--- src/rtl/pulse_stretch.sv ---
// Stretches single-cycle trigger events into ON_CYCLES-long led pulses separated by OFF_CYCLES gaps.
// Events that arrive while busy are queued in a saturating counter and replayed in order.
module pulse_stretch #(
  parameter int ON_CYCLES  = 20,
  parameter int OFF_CYCLES = 20,
  parameter int PEND_W     = 4
) (
  input  logic              clk,
  input  logic              rst,
  input  logic              trig,
  input  logic              clr_ovf,
  output logic              led,
  output logic              busy,
  output logic [PEND_W-1:0] pending,
  output logic              overflow
);

  localparam int MAX_CYC = (ON_CYCLES > OFF_CYCLES) ? ON_CYCLES : OFF_CYCLES;
  localparam int TW      = $clog2(MAX_CYC) + 1;
  localparam logic [TW-1:0]     ON_LOAD  = TW'(ON_CYCLES - 1);
  localparam logic [TW-1:0]     OFF_LOAD = TW'(OFF_CYCLES - 1);
  localparam logic [PEND_W-1:0] PEND_MAX = '1;

  typedef enum logic [1:0] {IDLE, ON, GAP} state_t;

  state_t            state, state_nxt;
  logic [TW-1:0]     timer, timer_nxt;
  logic [PEND_W-1:0] pend_nxt;
  logic              trig_q;
  logic              ovf_nxt;
  logic              led_nxt, busy_nxt;
  logic              evt, dequeue, start_fresh, count_evt, ovf_set;

  always_ff @(posedge clk or posedge rst) begin
    if (rst) begin
      state    <= IDLE;
      timer    <= '0;
      trig_q   <= 1'b0;
      pending  <= '0;
      overflow <= 1'b0;
      led      <= 1'b0;
      busy     <= 1'b0;
    end else begin
      state    <= state_nxt;
      timer    <= timer_nxt;
      trig_q   <= trig;
      pending  <= pend_nxt;
      overflow <= ovf_nxt;
      led      <= led_nxt;
      busy     <= busy_nxt;
    end
  end

  always_comb begin
    evt         = trig & ~trig_q;
    state_nxt   = state;
    timer_nxt   = timer;
    dequeue     = 1'b0;
    start_fresh = 1'b0;
    case (state)
      IDLE: begin
        if (pending != '0) begin
          state_nxt = ON;
          timer_nxt = ON_LOAD;
          dequeue   = 1'b1;
        end else if (evt) begin
          state_nxt   = ON;
          timer_nxt   = ON_LOAD;
          start_fresh = 1'b1;
        end
      end
      ON: begin
        if (timer == '0) begin
          state_nxt = GAP;
          timer_nxt = OFF_LOAD;
        end else begin
          timer_nxt = timer - TW'(1);
        end
      end
      GAP: begin
        if (timer == '0) begin
          if (pending != '0) begin
            state_nxt = ON;
            timer_nxt = ON_LOAD;
            dequeue   = 1'b1;
          end else begin
            state_nxt = IDLE;
          end
        end else begin
          timer_nxt = timer - TW'(1);
        end
      end
      default: begin
        state_nxt = IDLE;
        timer_nxt = '0;
      end
    endcase

    // An event that coincides with a dequeue replaces the dequeued slot, so it can never overflow.
    count_evt = evt & ~start_fresh;
    ovf_set   = 1'b0;
    pend_nxt  = pending;
    if (count_evt && !dequeue) begin
      if (pending == PEND_MAX) ovf_set = 1'b1;
      else                     pend_nxt = pending + PEND_W'(1);
    end else if (dequeue && !count_evt) begin
      pend_nxt = pending - PEND_W'(1);
    end

    if (ovf_set)      ovf_nxt = 1'b1;
    else if (clr_ovf) ovf_nxt = 1'b0;
    else              ovf_nxt = overflow;
  end

  always_comb begin
    led_nxt  = (state_nxt == ON);
    busy_nxt = (state_nxt != IDLE);
  end

endmodule
--- config.mk ---
export PLATFORM = sky130hd
export DESIGN_NAME = pulse_stretch
export DESIGN_NICKNAME = d
export VERILOG_FILES = /design/src/rtl/pulse_stretch.sv
export SDC_FILE = /design/constraint.sdc
export NUM_CORES = 1
export LEC_CHECK = 0
export CAP_MARGIN = 5
export CORE_ASPECT_RATIO = 0.7
export CORE_UTILIZATION = 35
export CTS_CLUSTER_DIAMETER = 40
export DETAILED_ROUTE_END_ITERATION = 10
export SETUP_SLACK_MARGIN = 0.5
export SYNTH_ARGS = -nofsm -noshare
export SYNTH_HDL_FRONTEND = slang
export SYNTH_SLANG_ARGS = --single-unit
--- constraint.sdc ---
create_clock -name clk -period 2.3 [get_ports clk]
set_input_delay 0.345 -clock clk [delete_from_list [all_inputs] [get_ports clk]]
set_output_delay 0.345 -clock clk [all_outputs]
set_load 0.05 [all_outputs]
==> metrics.md <==
| Metric | Value |
|---|---|
| Status | `complete, but fails checks` |
| Failing checks | `negative setup slack` |
| Ports | `11` |
| CTS Buf Count | `3` |
| Slew Limit Fails | `0` |
| Rel. slew slack | `57.3%` |
| Initial core utilization | `38.6%` |
| Max cap viols | `0` |
| CP arrival | `2.62 ns` |
| DR iter-0 viols | `22` |
| DP HPWL | `1700 µm` |
| Top-count cell post-synth | `dfrtp_1` |
| Post-Route WL | `2740 µm` |
| Count of different cell masters after synthesis | `37` |
| DRT met1 WL | `1220 µm` |
| Minimum clock period | `2.47 ns` |
| Met2 WL | `1380 µm` |
| Die ar. | `3080 µm²` |
| Top cells by area, synth | `dfrtp_1 (40%), ha_1 (8.8%), a21oi_1 (4.0%)` |
| Syn_area_per_cell | `10.0 µm²` |
| Required time worst endpoint | `2.44 ns` |
| Gr usage total | `19.4%` |
| Setup Viol. Count Final | `2` |
| Cell Area, Synth | `1000 µm²` |
| Psw | `1.20 mW` |
| GP Congestion | `0.858` |
| Port Buffers | `10` |
| Post-synthesis sequential area ratio | `40.0%` |
| #FFs+latches synth | `16` |
| Cells after DPL | `160` |
| Leak pwr | `0.731 nW` |
| Synth area leader | `dfrtp_1` |
| Critical Path Max Stage Delay | `0.48 ns` |
| Die height | `46.7 µm` |
| Actual slew at the worst max-slew pin | `0.640 ns` |
| First-pass GRT wire length | `4100 µm` |
| Clock sinks | `16` |
| Most frequent CP cell | `buf_6` |
| Post-synthesis net count | `112` |
| Share of layout cells above drive strength 1 | `51.0%` |
| Slack of the critical path | `-0.171 ns` |
| Via-to-Cell Ratio | `5.03` |
| Syn Inst Count | `100` |
| Yosys top cell area share | `40.0%` |
| Total core area | `2590 µm²` |
| Ant diodes | `0` |
| Internal | `1.49 mW` |
| Layout overhead on the synthesized area | `64.6%` |
| Max VDD drop | `0.832 mV` |
| CP Launch Type | `register` |
| Initial antenna violation count | `0` |
| Sw frac | `44.6%` |
| First drt pass iteration count | `4` |
| CTS tree | `built` |
| WL/cell | `15.3 µm` |
| Sequential Power Share | `21.1%` |
| Hold Path Class | `input pin to async pin` |
| WS Path Type | `register to register` |
| Final Hold Fails | `0` |
| RSZ-0062 raised after global routing | `yes` |
| CTS Hold Bufs | `0` |
| Root buffer cell | `clkbuf_8` |
| Top sig layer | `met4` |
| Die X | `65.9 µm` |
| Crit-path cells | `inv_1, ha_2, or4b_4, o31ai_4, buf_4, buf_6, buf_6, fa_1, mux2_4` |
| Power density over the cells | `1640 nW/µm²` |
| Crit end category | `register` |
| Clk buf depth | `2` |
| Vias | `900` |
| Fmax | `405 MHz` |
| Row count | `15` |
| Fin cells | `179` |
| Commonest cells post-synth | `dfrtp_1 (16), nor2_1 (10), a21oi_1 (8)` |
| CP max FO | `3` |
| Critical-path top delay cell | `or4b_4` |
| WL met3 | `93 µm` |
| Clk Latency, worst-skew pair | `0.26 ns` |
| Vias in the first global route | `884` |
| Final Core Density | `63.6%` |
| Total power | `2.70 mW` |
| DRC | `0` |
| Largest delay share family, worst path | `adder cells` |
| Largest net degree at the start of global routing | `17` |
| Clock Power Share | `9.5%` |
| CP bufs+invs | `4` |
| Setup Skew | `0.00129 ns` |
| Combinational power share | `69.5%` |
| Asr flop ratio synth | `100%` |
| Clock-pin slew on the worst setup and hold paths | `0.06 ns` |
| EDFF count, synth | `0` |
| Antenna Nets Post-Route | `0` |
| Fin nets | `158` |
| Total gr overflow | `0` |
| # H-tree levels | `1` |
| Ys flop type | `dfrtp_1` |
| Yosys warns | `0` |
| Period utilization | `107%` |
routing by layer:
metal / vias up / GRT usage, %
met4: 0 / 11.7
li1: 447 / -
met5: - / 0
met1: 435 / 22.1
met3: 4 / 6.55
met2: 14 / 32.7
final cells by class:
cell class                 count  area (µm²)
sequential                    16         405
tap                           34        42.5
multi-input combinational     75         736
inverter                       7        26.3
fill                         181         942
clock buffer                   4        55.1
timing repair buffer          43         383
cell usage in the layout, fill, tap and decap left out, types with 3 or more instances in the layout:
master           instances
clkbuf_8                 4
ha_1                     4
inv_1                    7
dfrtp_1                 12
clkdlybuf4s50_1          5
nor2_1                   9
o21ai_1                  3
dfrtp_2                  4
dlygate4sd2_1            4
buf_6                   10
nand2b_1                 3
o21ai_2                  3
buf_4                   23
nand2_1                  4
a21oi_1                  7
final timing paths:
| check | startpoint | end | slack, ns | cells past startpoint |
|---|---|---|---|---|
| setup / recovery | timer[0] | pending[1] | -0.17 | 9 |
| hold / removal | rst | state[1] | 0.47 | 2 |
| setup reg to reg | timer[0] | pending[1] | -0.17 | 9 |
| hold reg to reg | pending[3] | pending[3] | 0.53 | 1 |
| max in group asynchronous | rst | pending[1] | 1.38 | 2 |
| min in group clk | pending[3] | pending[3] | 0.53 | 1 |
timing repair:
action | in CTS | in global routing
endpoints found under the setup margin | 18 | 16
endpoints found under the hold margin | 0 | 0
buffers inserted | 8 | 7
gates resized for setup | 23 | 25
pin swaps | 10 | 10
power groups by stage:
stage                     Clock (mW)  Sequential [mW]  Combinational (mW)
final                          0.255            0.568                1.87
after global routing           0.277            0.585                2.02
after CTS                      0.265            0.555                1.59
after detailed placement           0            0.563                1.37
after global placement             0            0.559                1.34
after floorplan                    0            0.753               0.739
kinds of logic (layout without fill, tap and decap cells):
family,count (synthesis),in the layout,share of synthesized area (%)
buffers and inverters,9,54,3.50
multiplexers,1,1,1.50
AND/OR/NAND/NOR,35,35,21.4
XOR/XNOR,4,4,3.50
adder cells (fa/ha/maj),8,8,10.7
flip-flops,16,16,40.0
AO/OA/AOI/OAI,27,27,19.4
state kept, by name, indices dropped and copies added, names as in the netlist:
name,count
trig_q,1
led,1
overflow,1
busy,1
pending,4
timer,6
state,2
metrics by stage:
stage	setup TNS (ns)	area [µm²]	hold WS, ns	setup WS, ns
after floorplan	-0.166	1020	0.258	-0.166
after global placement	-0.0645	1290	0.517	-0.0645
after detailed placement	-0.150	1290	0.527	-0.105
after CTS	-0.103	1490	0.494	-0.0579
after global routing	-0.432	1650	0.533	-0.227
final	-0.302	1650	0.467	-0.171
Power figures use the tool's default switching activity.
